## config.mk

```make
export PLATFORM = sky130hd
export DESIGN_NAME = uart_tx_sched_flat
export DESIGN_NICKNAME = d
export VERILOG_FILES = /design/src/rtl/uart_tx_sched_if.sv /design/src/rtl/uart_tx_sched.sv /design/src/flat_wrapper.sv
export SDC_FILE = /design/constraint.sdc
export NUM_CORES = 1
export LEC_CHECK = 0
export ABC_CLOCK_PERIOD_IN_PS = 1900
export CAP_MARGIN = 0
export CORE_UTILIZATION = 44
export DETAILED_ROUTE_END_ITERATION = 6
export DONT_BUFFER_PORTS = 1
export GPL_TIMING_DRIVEN = 0
export HOLD_SLACK_MARGIN = 0.06
export PLACE_DENSITY = 0.6
export SLEW_MARGIN = 5
export SYNTH_ARGS = -nofsm -noshare
export SYNTH_HDL_FRONTEND = slang
export SYNTH_SLANG_ARGS = --single-unit
```

## constraint.sdc

```tcl
create_clock -name clk -period 1.9 [get_ports clk]
set_clock_uncertainty 0.05 [all_clocks]
set_input_delay 0.095 -clock clk [delete_from_list [all_inputs] [get_ports clk]]
set_output_delay 0.095 -clock clk [all_outputs]
set_load 0.02 [all_outputs]
```

## src/rtl/uart_tx_sched_if.sv

```systemverilog
// ---------------------------------------------------------------------------
// uart_tx_sched_if
// Handshake bundle between the two byte sources, the scheduler and the
// UART transmitter core.
//   s0_valid/s0_data/s0_last/s0_ready : byte stream from source 0
//   s1_valid/s1_data/s1_last/s1_ready : byte stream from source 1
//   tx_start/tx_data                  : start pulse and byte to the Tx core
//   tx_busy                           : Tx core is shifting a frame
// modport master : the scheduler (accepts bytes, drives the transmitter)
// modport slave  : the surroundings (sources and Tx core)
// ---------------------------------------------------------------------------
interface uart_tx_sched_if;
  logic       s0_valid;
  logic [7:0] s0_data;
  logic       s0_last;
  logic       s0_ready;
  logic       s1_valid;
  logic [7:0] s1_data;
  logic       s1_last;
  logic       s1_ready;
  logic       tx_start;
  logic [7:0] tx_data;
  logic       tx_busy;

  modport master (
    input  s0_valid, s0_data, s0_last, s1_valid, s1_data, s1_last, tx_busy,
    output s0_ready, s1_ready, tx_start, tx_data
  );

  modport slave (
    output s0_valid, s0_data, s0_last, s1_valid, s1_data, s1_last, tx_busy,
    input  s0_ready, s1_ready, tx_start, tx_data
  );
endinterface

```

## src/rtl/uart_tx_sched.sv

```systemverilog
// ---------------------------------------------------------------------------
// uart_tx_sched
// Round-robin scheduler sharing one UART transmitter between two byte
// sources. A byte is accepted over valid/ready, handed to the Tx core with a
// one-cycle start pulse, and the scheduler follows tx_busy until the frame
// is done, then waits GAP_CYCLES idle cycles. A byte without last keeps the
// grant locked to its source so multi-byte packets are never interleaved.
// Ports:
//   clk         : system clock
//   rst         : synchronous reset, active-high
//   en          : 0 blocks new grants; an in-flight byte still completes
//   bus         : source handshakes and Tx core signals (master side)
//   grant       : one-hot current owner, 00 when idle and unlocked
//   err_timeout : sticky, tx_busy never rose within ACK_TIMEOUT cycles
// ---------------------------------------------------------------------------
module uart_tx_sched #(
  parameter int GAP_CYCLES  = 4,
  parameter int ACK_TIMEOUT = 16
) (
  input  logic              clk,
  input  logic              rst,
  input  logic              en,
  uart_tx_sched_if.master   bus,
  output logic [1:0]        grant,
  output logic              err_timeout
);

  localparam int TW = $clog2((ACK_TIMEOUT > 2) ? ACK_TIMEOUT : 2);
  localparam int GW = $clog2((GAP_CYCLES > 2) ? GAP_CYCLES : 2);
  localparam logic [TW-1:0] TIMER_LAST = TW'(ACK_TIMEOUT - 1);
  localparam logic [GW-1:0] GAP_LAST   = GW'(GAP_CYCLES - 1);

  localparam logic [2:0] S_IDLE      = 3'd0;
  localparam logic [2:0] S_START     = 3'd1;
  localparam logic [2:0] S_WAIT_ACK  = 3'd2;
  localparam logic [2:0] S_WAIT_DONE = 3'd3;
  localparam logic [2:0] S_GAP       = 3'd4;

  logic [2:0]    r_state;
  logic [7:0]    r_tx_data;
  logic [1:0]    r_grant;
  logic          r_owner;     // source of the byte in flight / locked owner
  logic          r_rr;        // source favoured when both are valid
  logic          r_lock;      // packet open: only r_owner may be granted
  logic          r_err;
  logic [TW-1:0] r_timer;
  logic [GW-1:0] r_gap;

  logic       w_sel;
  logic       w_sel_valid;
  logic       w_take;
  logic [7:0] w_sel_data;
  logic       w_sel_last;

  // NOTE: every variable assigned here gets a default first, so no path
  // leaves it unassigned and no latch is inferred.
  always_comb begin
    w_sel       = 1'b0;
    w_sel_valid = 1'b0;
    if (r_lock) begin
      w_sel       = r_owner;
      w_sel_valid = r_owner ? bus.s1_valid : bus.s0_valid;
    end else if (bus.s0_valid && bus.s1_valid) begin
      w_sel       = r_rr;
      w_sel_valid = 1'b1;
    end else if (bus.s0_valid) begin
      w_sel       = 1'b0;
      w_sel_valid = 1'b1;
    end else if (bus.s1_valid) begin
      w_sel       = 1'b1;
      w_sel_valid = 1'b1;
    end
  end

  assign w_take     = (r_state == S_IDLE) && en && w_sel_valid;
  assign w_sel_data = w_sel ? bus.s1_data : bus.s0_data;
  assign w_sel_last = w_sel ? bus.s1_last : bus.s0_last;

  // Single w_sel makes the two readies mutually exclusive by construction.
  assign bus.s0_ready = w_take && !w_sel;
  assign bus.s1_ready = w_take &&  w_sel;
  assign bus.tx_start = (r_state == S_START);
  assign bus.tx_data  = r_tx_data;
  assign grant        = r_grant;
  assign err_timeout  = r_err;

  // NOTE: state is updated with non-blocking assignments so every register
  // samples the values from before the edge, independent of statement order.
  always_ff @(posedge clk) begin
    if (rst) begin
      r_state   <= S_IDLE;
      r_tx_data <= '0;
      r_grant   <= '0;
      r_owner   <= 1'b0;
      r_rr      <= 1'b0;
      r_lock    <= 1'b0;
      r_err     <= 1'b0;
      r_timer   <= '0;
      r_gap     <= '0;
    end else begin
      case (r_state)
        S_IDLE: begin
          if (w_take) begin
            r_tx_data <= w_sel_data;
            r_owner   <= w_sel;
            r_grant   <= w_sel ? 2'b10 : 2'b01;
            r_lock    <= !w_sel_last;
            // Pointer only moves once a packet is closed.
            if (w_sel_last) r_rr <= !w_sel;
            r_state   <= S_START;
          end
        end
        S_START: begin
          r_timer <= '0;
          r_state <= S_WAIT_ACK;
        end
        S_WAIT_ACK: begin
          if (bus.tx_busy) begin
            r_state <= S_WAIT_DONE;
          end else if (r_timer == TIMER_LAST) begin
            // Transmitter never acknowledged: drop the byte and the packet.
            r_err   <= 1'b1;
            r_lock  <= 1'b0;
            r_rr    <= !r_owner;
            r_grant <= '0;
            r_state <= S_IDLE;
          end else begin
            r_timer <= r_timer + 1'b1;
          end
        end
        S_WAIT_DONE: begin
          if (!bus.tx_busy) begin
            r_gap <= '0;
            if (GAP_CYCLES > 0) begin
              r_state <= S_GAP;
            end else begin
              r_state <= S_IDLE;
              if (!r_lock) r_grant <= '0;
            end
          end
        end
        S_GAP: begin
          if (r_gap == GAP_LAST) begin
            r_state <= S_IDLE;
            if (!r_lock) r_grant <= '0;
          end else begin
            r_gap <= r_gap + 1'b1;
          end
        end
        default: r_state <= S_IDLE;
      endcase
    end
  end

endmodule

```

## src/flat_wrapper.sv

```systemverilog
// flat-port wrapper written by rule: the top's interface ports become plain ports
module uart_tx_sched_flat 
#(
  parameter int GAP_CYCLES  = 4,
  parameter int ACK_TIMEOUT = 16
)
  (clk, rst, en, grant, err_timeout, bus_s0_valid, bus_s0_data, bus_s0_last, bus_s1_valid, bus_s1_data, bus_s1_last, bus_tx_busy, bus_s0_ready, bus_s1_ready, bus_tx_start, bus_tx_data);
  uart_tx_sched_if bus_i ();
  input  logic clk;
  input  logic rst;
  input  logic en;
  output logic [1:0] grant;
  output logic err_timeout;
  input wire logic [$bits(bus_i.s0_valid)-1:0] bus_s0_valid;
  input wire logic [$bits(bus_i.s0_data)-1:0] bus_s0_data;
  input wire logic [$bits(bus_i.s0_last)-1:0] bus_s0_last;
  input wire logic [$bits(bus_i.s1_valid)-1:0] bus_s1_valid;
  input wire logic [$bits(bus_i.s1_data)-1:0] bus_s1_data;
  input wire logic [$bits(bus_i.s1_last)-1:0] bus_s1_last;
  input wire logic [$bits(bus_i.tx_busy)-1:0] bus_tx_busy;
  output wire logic [$bits(bus_i.s0_ready)-1:0] bus_s0_ready;
  output wire logic [$bits(bus_i.s1_ready)-1:0] bus_s1_ready;
  output wire logic [$bits(bus_i.tx_start)-1:0] bus_tx_start;
  output wire logic [$bits(bus_i.tx_data)-1:0] bus_tx_data;
  assign bus_i.s0_valid = bus_s0_valid;
  assign bus_i.s0_data = bus_s0_data;
  assign bus_i.s0_last = bus_s0_last;
  assign bus_i.s1_valid = bus_s1_valid;
  assign bus_i.s1_data = bus_s1_data;
  assign bus_i.s1_last = bus_s1_last;
  assign bus_i.tx_busy = bus_tx_busy;
  assign bus_s0_ready = bus_i.s0_ready;
  assign bus_s1_ready = bus_i.s1_ready;
  assign bus_tx_start = bus_i.tx_start;
  assign bus_tx_data = bus_i.tx_data;
  uart_tx_sched #(.GAP_CYCLES(GAP_CYCLES), .ACK_TIMEOUT(ACK_TIMEOUT)) u_core (.clk(clk), .rst(rst), .en(en), .bus(bus_i), .grant(grant), .err_timeout(err_timeout));
endmodule
```

==> results.txt, run 1 <==
----------------------------------------------------
[Run status]
  Result of the run ... complete, no violations

[Global routing]
  Vias in the first global route ... 905
  Maximum number of pins on one net before global-route repair ... 14
  Wire length of the first global-routing pass ... 3970 um
  Antenna violations before repair ... 0
  Total Routing Usage GR ... about a fifth
  Total grt overflow ... 0

[CTS]
  Cell at the root of the clock tree ... clkbuf_4
  Later-pin clock latency in the skew report ... approximately 0.31 ns
  Clock Path Buffers ... 2
  Number of clock sinks seen by CTS ... 23
  Number of levels the H-tree was split into ... 1
  Setup repair bufs after CTS ... 0
  Clk pin slew, worst setup/hold paths ... between 0.1 and 0.15 ns
  TritonCTS clock tree ... done
  Clock buffer count from CTS ... 3

[Yosys]
  Register bit total from synthesis ... 23
  EDFF count, synth ... 0
  Synth Net Count ... roughly 160
  Cell area after synthesis ... 1170 um2
  Synthesized area divided by synthesized cell count ... 8.87 um2
  Distinct cells, synth ... 37
  Asr flop ratio synth ... 0%
  Yosys warnings ... 0
  Post-Syn Instances ... around 130
  Seq/Total Area, Yosys ... 39.3%
  Post-synth top flop ... dfxtp_1

[STA]
  Ratio of final minimum period to clock period ... 94.6%
  Least-Margin Pin Slew ... 0.576 ns
  Final number of setup-violating endpoints ... 0
  Remaining max-slew budget at the tightest pin ... approximately three fifths
  Final Hold Vio Count ... 0
  Slew Viols, Final ... 0
  Setup repair after global routing missed its margin ... yes
  Final worst hold slack ... 0.0823 ns
  Tmin final ... 1.80 ns
  Highest clock rate ... 556 MHz

[Route]
  Remaining DRCs ... 0
  Average detailed-routed wire length per instance ... 13.9 um
  Detailed-route wire length ... about 2600 um
  Total vias in the final route ... 1027
  First-pass iteration count of the detailed router ... 4
  Avg Vias per Cell ... approximately 5.5
  Post-detailed-route count of antenna-violating nets ... 0
  Initial drt markers ... 4

[Finish]
  Diode insertion count for antenna repair ... 0
  Fraction of final layout cells with drive strength greater than 1 ... 12.2%
  # nets final ... 183
  Final Non-Filler Cells ... 186
  Layout overhead on the synthesized area ... 24.3%

[Worst setup path]
  Critical path type ... reg -> out
  Nature of the critical path endpoint ... output port
  Required time of the critical path ... 1.75 ns
  Signal arrival time at the worst endpoint ... between 1.5 and 2 ns
  CP Max Fanout ... 10
  R2R Setup Slk ... 0.11 ns
  CP Launch Type ... register

[Placement]
  Weighted congestion reported at the end of routability-driven placement ... between 0.7 and 0.8
  Post-detailed-placement half-perimeter wirelength ... 1730 um
  Number of port buffers ... 0
  Dpl cells ... 162

[Power]
  Internal power of the cells ... 0.000715 W
  Part of the total power dissipated in combinational logic ... between 20% and 30%
  PD cells ... approximately 720 nW/um2
  Leakage power of the design ... 0.551 nW
  Fraction of power consumed by sequential logic ... 54.7%
  Worst IR drop on VDD ... 0.430 mV
  Clock Power Share ... 21.6%
  Switching power ... 0.000331 W
  Switching power share of the total ... between 30% and 40%

[Floorplan]
  Total core area ... 2500 um2
  Starting density of the core ... 46.8%
  Vert. Die Dim ... 53.6 um
  Boundary Pins ... 38
  Core Rows ... 18
  Die Wd ... 53.6 um
  Die footprint ... 2870 um2

[Hold path]
  Tightest Hold Check Type ... in -> reg

[Flow run]
  Total of max-cap violations ... 0

----------------------------------------------------
[critical path, stage by stage, from the launching register on]
cell,delay [ns]
dfxtp_2,0.39
mux2_4,0.31
o211a_1,0.22
buf_4,0.17
and2_2,0.25
[layout make-up]
class	instances	area, um2
Timing Repair Buffer	20	200
Buffer	8	47.5
Multi-Input combinational cell	98	669
Tap cell	30	37.5
Sequential cell	23	462
Clock buffer	3	22.5
Fill cell	227	1040
Clock inverter	1	5.00
Inverter	3	11.3
[timing repair]
| action | CTS | global route |
|---|---|---|
| resized for setup | 2 | 4 |
| hold endpoints to repair | 15 | 0 |
| hold buffers | 20 | 0 |
| setup endpoints to repair | 1 | 4 |
| pin swaps | 0 | 0 |
[cells by family after synthesis]
family,count (synthesis),share of synthesized area (%)
compound gates,30,17.1
xor+xnor,2,1.50
fa+ha+maj,2,2.14
buf+inv,11,5.02
flops,23,39.3
mux,9,8.12
simple gates,55,26.8
[state kept, by name, summed over array words and instances (netlist names), 2 cells and up]
register / flops
u_core.bus.tx_data: 8
u_core.r_timer: 4
u_core.r_state: 3
u_core.grant: 2
u_core.r_gap: 2
[through the flow]
step	worst slack [ns]	setup TNS (ns)	util (%)	cell area, um2	total power [W]
finish	0.102	0	58.2	1460	0.00105
CTS	0.0413	0	57.8	1450	0.00105
global placement	0.0362	0	48.3	1210	0.000778
detailed placement	0.117	0	48.3	1210	0.000784
global route	-0.00398	-0.00398	58.2	1460	0.00110
floorplan	0.234	0	-	1170	0.000746
[cell usage in the layout, fill, tap and decap left out, types with 2 or more instances in the layout]
cell type / n
a21oi_1: 10
nor3_1: 7
clkbuf_4: 3
xnor2_1: 2
mux2i_1: 8
nor2_1: 21
nand3_1: 4
buf_2: 2
nand2b_1: 2
nor2b_1: 2
inv_1: 3
a22o_1: 2
clkbuf_1: 2
ha_1: 2
dlygate4sd3_1: 20
nor3b_1: 4
dfxtp_1: 22
buf_4: 4
a211oi_1: 8
o21a_1: 2
nand2_1: 5
[final timing paths]
path                                   startpoint                 to  depth (start not counted)
worst max-delay path               u_core.r_owner       bus_s1_ready                          4
worst min-delay path                  bus_tx_busy  u_core.r_state[2]                          3
worst max register to register  u_core.r_state[0]  u_core.r_timer[2]                          6
worst min register to register    u_core.r_gap[1]    u_core.r_gap[1]                          2
[Yosys cell counts, types with 2 or more instances]
cell type / number / area share (%)
ha_1: 2 / 2.1
buf_2: 2 / 0.85
inv_1: 3 / 0.96
a211oi_1: 8 / 5.1
nand2b_1: 2 / 1.1
nand3_1: 4 / 1.7
nor2_1: 21 / 6.7
nor3b_1: 4 / 2.6
o21a_1: 2 / 1.3
a22o_1: 2 / 1.5
nor3_1: 7 / 3.0
dfxtp_1: 23 / 39
nand2_1: 5 / 1.6
xnor2_1: 2 / 1.5
mux2i_1: 8 / 6.8
buf_4: 4 / 2.6
nor2b_1: 2 / 1.1
o21ai_1: 2 / 0.85
a21oi_1: 10 / 4.3
clkbuf_1: 2 / 0.64
[power by group through the flow]
stage,registers [W],logic [W],clock network [W]
2_1_floorplan,0.000576,0.000170,0
3_3_place_gp,0.000582,0.000196,0
3_5_place_dp,0.000582,0.000202,0
4_1_cts,0.000571,0.000242,0.000238
5_1_grt,0.000576,0.000272,0.000257
6_report,0.000572,0.000248,0.000226
[routing by layer]
metal	track usage, %	routed length, um	vias up	share of wire, %
met5	0	0	-	0
met4	6.58	13	0	0.50
met3	4.52	83	2	3.2
met2	31.7	1320	20	51
met1	24.7	1170	478	45
li1	-	-	527	-
(Power assumes the default switching activity.)
==> run 2: changes to the inputs <==
--- a/config.mk
+++ b/config.mk
@@ -13,6 +13,7 @@
 export GPL_TIMING_DRIVEN = 0
 export HOLD_SLACK_MARGIN = 0.06
 export PLACE_DENSITY = 0.6
+export RECOVER_POWER = 100
 export SLEW_MARGIN = 5
 export SYNTH_ARGS = -nofsm -noshare
 export SYNTH_HDL_FRONTEND = slang
==> results.txt, run 2 (synthesis results as in run 1) <==
----------------------------------------------------
[Route]
  Detailed-route wire length ... 2570 um (-0.50%)
  Initial drt markers ... 6 (+2)
  First-pass iteration count of the detailed router ... 4 (unchanged)
  Avg Vias per Cell ... 5.51 (-0.19%)
  Average detailed-routed wire length per instance ... 13.8 um (-0.50%)
  Post-detailed-route count of antenna-violating nets ... 0 (unchanged)
  Total vias in the final route ... 1025 (-0.19%)
  Remaining DRCs ... 0 (unchanged)

[Finish]
  Diode insertion count for antenna repair ... 0 (unchanged)
  Fillcell total ... 229 (+0.88%)
  Fraction of final layout cells with drive strength greater than 1 ... 11.5% (-0.64 points)
  Final Non-Filler Cells ... 186 (unchanged)
  # nets final ... 183 (unchanged)
  Leading cell types in the layout, fill and taps excluded ... 22 x dfxtp_1, 21 x nor2_1, 20 x dlygate4sd3_1, 10 x a21oi_1
  Most common cell after layout, fill and taps aside ... dfxtp_1
  Layout overhead on the synthesized area ... 23.7%
  Number of flip-flops in the largest register ... 8 (unchanged)
  Final design area excluding fillers ... 1450 um2 (-0.43%)

[STA]
  Tmin final ... 1.82 ns (+0.0267 ns)
  Highest clock rate ... 548 MHz (-1.5%)
  Setup repair after global routing missed its margin ... yes
  Final number of setup-violating endpoints ... 0 (unchanged)
  Least-Margin Pin Slew ... 0.576 ns (-0.000513 ns)
  Ratio of final minimum period to clock period ... 96.0% (+1.4 points)
  Final worst hold slack ... 0.0811 ns (-0.00115 ns)
  Final Hold Vio Count ... 0 (unchanged)
  Slew Viols, Final ... 0 (unchanged)
  Remaining max-slew budget at the tightest pin ... 61.5% (about the same)

[Floorplan]
  Total core area ... 2500 um2 (unchanged)
  Die footprint ... 2870 um2 (unchanged)
  Die Wd ... 53.6 um (unchanged)
  Vert. Die Dim ... 53.6 um (unchanged)
  Starting density of the core ... 46.8% (unchanged)
  Core Rows ... 18 (unchanged)
  Boundary Pins ... 38 (unchanged)

[CTS]
  Clock buffer count from CTS ... 3 (unchanged)
  TritonCTS clock tree ... done
  Clk pin slew, worst setup/hold paths ... 0.13 ns (about the same)
  Cell at the root of the clock tree ... clkbuf_4
  Number of levels the H-tree was split into ... 1 (unchanged)
  Later-pin clock latency in the skew report ... 0.31 ns (about the same)
  Number of clock sinks seen by CTS ... 23 (unchanged)
  Setup repair bufs after CTS ... 0 (unchanged)
  Clock Path Buffers ... 2 (unchanged)

[Placement]
  Total placed instance area ... 1210 um2 (unchanged)
  Dpl cells ... 162 (unchanged)
  Post-detailed-placement half-perimeter wirelength ... 1730 um (unchanged)
  Number of port buffers ... 0 (unchanged)
  Weighted congestion reported at the end of routability-driven placement ... 0.789 (unchanged)

[Worst setup path]
  CP Launch Type ... register
  Critical Path, Cell by Cell ... mux2_1 -> o211a_1 -> buf_4 -> and2_2
  Critical Path Slowest Stage Cell ... dfxtp_2
  Stage delay of the slowest cell on the critical path ... 0.38 ns (about the same)
  Signal arrival time at the worst endpoint ... 1.68 ns (+0.03 ns)
  Required time of the critical path ... 1.75 ns (about the same)
  Critical path type ... reg -> out
  Nature of the critical path endpoint ... output port
  CP Max Fanout ... 10 (unchanged)

[Global routing]
  Maximum number of pins on one net before global-route repair ... 14 (unchanged)
  Wire length of the first global-routing pass ... 3970 um (unchanged)
  Total grt overflow ... 0 (unchanged)
  Antenna violations before repair ... 0 (unchanged)
  Vias in the first global route ... 905 (unchanged)
  Total Routing Usage GR ... 19.3% (unchanged)

[Power]
  Worst IR drop on VDD ... 0.431 mV (about the same)
  Leakage power of the design ... 0.547 nW (-0.79%)
  PD cells ... 720 nW/um2 (+0.19%)
  Overall power of the completed layout ... 0.00104 W (-0.24%)

[Flow run]
  Total of max-cap violations ... 0 (unchanged)

[Hold path]
  Tightest Hold Check Type ... in -> reg

[Run status]
  Result of the run ... complete, no violations

----------------------------------------------------
run 2: cell count changes in the layout (fill, tap and decap cells not counted), sizes merged:
cell and delta:
clkbuf +1, buf -1
run 2: power by group:
| group | switching, W | total (W) | internal [W] |
|---|---|---|---|
| registers | 0.0000531 | 0.000571 | 0.000518 |
| clock network | 0.000150 | 0.000229 | 0.0000786 |
| logic | 0.000129 | 0.000243 | 0.000114 |
run 2: layer usage:
layer  up-vias  global-route usage (%)  wire length (um)
li1        528                       -                 -
met1       475                    24.7              1160
met2        20                    31.7              1320
met3         2                    4.52                82
met4         0                    6.58                13
met5         -                       0                 0
run 2: final cells by class:
class | count | area (um2) | share of cell area, %
flip-flops and latches | 23 | 462 | 31.9
plain buffers | 8 | 45.0 | 3.11
repair buffers | 20 | 200 | 13.8
well taps | 30 | 37.5 | 2.59
multi-input cells | 98 | 666 | 45.9
inverters | 3 | 11.3 | 0.777
clock inverters | 1 | 5.00 | 0.345
clock buffers | 3 | 22.5 | 1.55
run 2: what timing repair did:
| action | CTS | global route |
|---|---|---|
| endpoints found under the hold margin | 15 | 0 |
| hold buffers | 20 | 0 |
| setup endpoints to repair | 1 | 4 |
| gates resized for setup | 2 | 4 |
run 2: per-stage QoR:
stage                     setup TNS [ns]  worst slack, ns  utilization (%)
after floorplan                        0            0.234                -
after global placement                 0           0.0362             48.3
after detailed placement               0            0.117             48.3
after CTS                              0           0.0413             57.8
after global routing            -0.00398         -0.00398             58.0
final                                  0           0.0751             58.0
run 2: critical path, delay by kind of cell (launching register included):
family	cells	cell delay [ns]
AOI/OAI and AO/OA	1	0.23
buffers and inverters	1	0.17
DFF	1	0.38
muxes	1	0.34
and+or+nand+nor	1	0.25
run 2: worst paths after layout:
check                     from                end  slack, ns  cells after the start
max             u_core.r_owner       bus_s1_ready       0.08                      4
min                bus_tx_busy  u_core.r_state[2]       0.08                      3
min reg2reg    u_core.r_gap[1]    u_core.r_gap[1]       0.41                      2
max reg2reg  u_core.r_state[0]  u_core.r_timer[2]       0.11                      6
==> run 3: changes to the inputs <==
--- a/config.mk
+++ b/config.mk
@@ -5,6 +5,7 @@
 export SDC_FILE = /design/constraint.sdc
 export NUM_CORES = 1
 export LEC_CHECK = 0
+export ABC_AREA = 1
 export ABC_CLOCK_PERIOD_IN_PS = 1900
 export CAP_MARGIN = 0
 export CORE_UTILIZATION = 44
==> results.txt, run 3 <==
----------------------------------------------------
[Global routing]
  Wire length of the first global-routing pass ... 5020 um (+26%)
  Vias in the first global route ... 1169 (+29%)
  Total Routing Usage GR ... 20.3% (+1.0 points)
  Total grt overflow ... 0 (unchanged)
  Maximum number of pins on one net before global-route repair ... 14 (unchanged)
  Antenna violations before repair ... 0 (unchanged)

[Floorplan]
  Core Rows ... 18 (unchanged)
  Die Wd ... 55.3 um (+3.1%)
  Boundary Pins ... 38 (unchanged)
  Total core area ... 2570 um2 (+2.7%)
  Vert. Die Dim ... 55.3 um (+3.1%)
  Die footprint ... 3050 um2 (+6.4%)
  Starting density of the core ... 48.6% (+1.8 points)

[Hold path]
  Hold path startpoint ... bus_tx_busy
  Tightest Hold Check Type ... in -> reg

[Power]
  PD cells ... 1330 nW/um2 (+84%)
  Overall power of the completed layout ... 0.00199 W (+91%)
  Worst IR drop on VDD ... 0.770 mV (+79%)
  Fraction of power consumed by sequential logic ... 39.2% (-16 points)
  Leakage power of the design ... 0.685 nW (+25%)
  Part of the total power dissipated in combinational logic ... 49.4% (+26 points)
  Switching power ... 0.000919 W (+180%)
  Clock Power Share ... 11.4% (-10 points)
  Switching power share of the total ... 46.2% (+14 points)
  Internal power of the cells ... 0.00107 W (+51%)

[Finish]
  Most common cell after layout, fill and taps aside ... nand2_1
  Share of the core filled with cells ... 58.4% (+0.47 points)
  Area taken by flip-flops and latches ... 462 um2 (unchanged)
  Final Non-Filler Cells ... 245 (+32%)
  Number of flip-flops in the largest register ... 8 (unchanged)
  # nets final ... 242 (+32%)
  Layout overhead on the synthesized area ... 20.1%
  Fillcell total ... 243 (+6.1%)
  Leading cell types in the layout, fill and taps excluded ... 66 x nand2_1, 25 x nor2_1, 22 x dfxtp_1, 20 x dlygate4sd3_1, 18 x inv_1
  Final design area excluding fillers ... 1500 um2 (+3.5%)
  Area of combinational cells with multiple inputs ... 666 um2 (unchanged)
  Diode insertion count for antenna repair ... 0 (unchanged)
  Fraction of final layout cells with drive strength greater than 1 ... 9.77% (-1.8 points)

[Placement]
  Weighted congestion reported at the end of routability-driven placement ... 0.863 (+9.4%)
  Total placed instance area ... 1290 um2 (+6.4%)
  Post-detailed-placement half-perimeter wirelength ... 2100 um (+21%)
  Number of port buffers ... 0 (unchanged)
  Dpl cells ... 221 (+36%)

[Yosys]
  Register bit total from synthesis ... 23 (unchanged)
  Synth Net Count ... 217 (+37%)
  Top cell type by total area after synthesis ... dfxtp_1
  Asr flop ratio synth ... 0% (unchanged)
  Seq/Total Area, Yosys ... 36.9% (-2.4 points)
  Yosys warnings ... 0 (unchanged)
  Synthesized area divided by synthesized cell count ... 6.54 um2 (-26%)
  Most numerous cell types in the synthesized netlist ... 65 x nand2_1, 25 x nor2_1, 23 x dfxtp_1, 18 x inv_1, 15 x a21oi_1
  Distinct cells, synth ... 23 (-38%)
  Post-synth top flop ... dfxtp_1
  Post-Syn Instances ... 191 (+45%)
  Area share of the leading cell type in the synthesized netlist ... 36.9% (-2.4 points)
  EDFF count, synth ... 0 (unchanged)
  Most frequent cell after synthesis ... nand2_1
  Cell area after synthesis ... 1250 um2 (+6.6%)
  Dominant cells by area after synthesis ... dfxtp_1 37%, nand2_1 20%, nor2_1 7.5%, a21oi_1 6.0%, inv_1 5.4%

[Worst setup path]
  Nature of the critical path endpoint ... register
  Worst setup path startpoint ... u_core.r_lock
  Stage delay of the slowest cell on the critical path ... 0.55 ns (+0.17 ns)
  Critical path type ... reg -> reg
  Launch instance of the worst register-to-register path ... u_core.r_lock
  Critical Path, Cell by Cell ... nor2_1 -> nand2_2 -> nand2_2 -> buf_6 -> nand2_1 -> nand2_1 -> dlygate4sd3_1 -> nand2_1 -> a21oi_1
  Family with the most delay on the worst path ... buffers and inverters
  CP Max Fanout ... 10 (unchanged)
  Crit path buffers/inverters ... 2 (+1)
  Most frequent cell on the critical path ... nand2_1
  Critical Path Slowest Stage Cell ... dlygate4sd3_1
  Required time of the critical path ... 2.10 ns (+0.35 ns)
  CP Launch Type ... register
  Signal arrival time at the worst endpoint ... 1.99 ns (+0.31 ns)

[STA]
  Final worst hold slack ... 0.0682 ns (-0.0129 ns)
  Tmin final ... 1.79 ns (-0.0326 ns)
  Slew Viols, Final ... 0 (unchanged)
  Remaining max-slew budget at the tightest pin ... 68.2% (+6.8 points)
  Least-Margin Pin Slew ... 0.475 ns (-0.101 ns)
  Final Hold Vio Count ... 0 (unchanged)
  Final number of setup-violating endpoints ... 0 (unchanged)
  Ratio of final minimum period to clock period ... 94.3% (-1.7 points)
  Highest clock rate ... 558 MHz (+1.8%)
  Setup repair after global routing missed its margin ... yes

[Route]
  Initial drt markers ... 53 (+47)
  Post-detailed-route count of antenna-violating nets ... 0 (unchanged)
  Detailed-route wire length ... 3040 um (+18%)
  Average detailed-routed wire length per instance ... 12.4 um (-10%)
  Avg Vias per Cell ... 5.12 (-7.1%)
  Remaining DRCs ... 0 (unchanged)
  First-pass iteration count of the detailed router ... 4 (unchanged)
  Total vias in the final route ... 1254 (+22%)

[CTS]
  Clock Path Buffers ... 2 (unchanged)
  TritonCTS clock tree ... done
  Clk pin slew, worst setup/hold paths ... 0.13 ns (about the same)
  Number of clock sinks seen by CTS ... 23 (unchanged)
  Cell at the root of the clock tree ... clkbuf_4
  Later-pin clock latency in the skew report ... 0.31 ns (about the same)
  Number of levels the H-tree was split into ... 1 (unchanged)
  Clock buffer count from CTS ... 3 (unchanged)

[Flow run]
  Total of max-cap violations ... 0 (unchanged)

[Run status]
  Result of the run ... complete, no violations

----------------------------------------------------
run 3: cell types whose count changed after synthesis, sizes merged, moves of 5 or more:
cell | previous run | this run
inv | 3 | 21
nand3 | 4 | 9
nor2 | 21 | 27
a211oi | 8 | 1
nand2 | 5 | 70
nor3b | 5 | 0
a21oi | 10 | 17
mux2i | 8 | 0
run 3: cell type report:
cell class / instances / share of cell area, %
clock buffers: 3 / 1.50
multi-input cells: 144 / 44.4
clock inverters: 1 / 0.334
repair buffers: 20 / 13.3
well taps: 30 / 2.50
flip-flops and latches: 23 / 30.8
inverters: 21 / 5.42
plain buffers: 3 / 1.75
run 3: power groups by stage:
stage / combinational [W] / clock, W / sequential (W)
after floorplan: 0.000762 / 0 / 0.000758
after global placement: 0.000881 / 0 / 0.000783
after detailed placement: 0.000906 / 0 / 0.000787
after CTS: 0.000998 / 0.000237 / 0.000778
after global routing: 0.00111 / 0.000258 / 0.000799
final: 0.000983 / 0.000226 / 0.000779
run 3: worst paths after layout:
| path | endpoint | cells after the start | slack [ns] |
|---|---|---|---|
| setup reg to reg | u_core.bus.tx_data[2] | 9 | 0.11 |
| hold reg to reg | u_core.r_gap[1] | 2 | 0.43 |
| setup / recovery | u_core.bus.tx_data[2] | 9 | 0.11 |
| hold / removal | u_core.err_timeout | 3 | 0.07 |
run 3: kinds of logic after synthesis:
kind of cell,after synthesis,synth area share (%)
and+or+nand+nor,116,40.0
adders and majority gates,2,2.00
buffers and inverters,24,8.42
DFF,23,36.9
AOI/OAI and AO/OA,26,12.7
run 3: stage by stage:
step | worst slack [ns] | setup TNS, ns
CTS | 0.0342 | 0
global placement | 0.365 | 0
floorplan | 0.514 | 0
global route | -0.00156 | -0.00167
detailed placement | 0.332 | 0
finish | 0.108 | 0
run 3: timing repair:
item,CTS,global route
gates resized for setup,0,4
setup buffers,0,0
setup endpoints to repair,0,10
endpoints found under the hold margin,18,0
hold buffers,20,0
run 3: worst min-delay path: stages:
cell     delay (ns)
inv_1          0.11
a31oi_1        0.11
nor2_1         0.09
run 3: per-layer routing:
metal  track usage, %  up-vias  wire length, um
met1             26.8      559             1360
met4             7.50        0               42
met5                0        -                0
li1                 -      654                -
met2             32.9       35             1460
met3             3.98        6              173
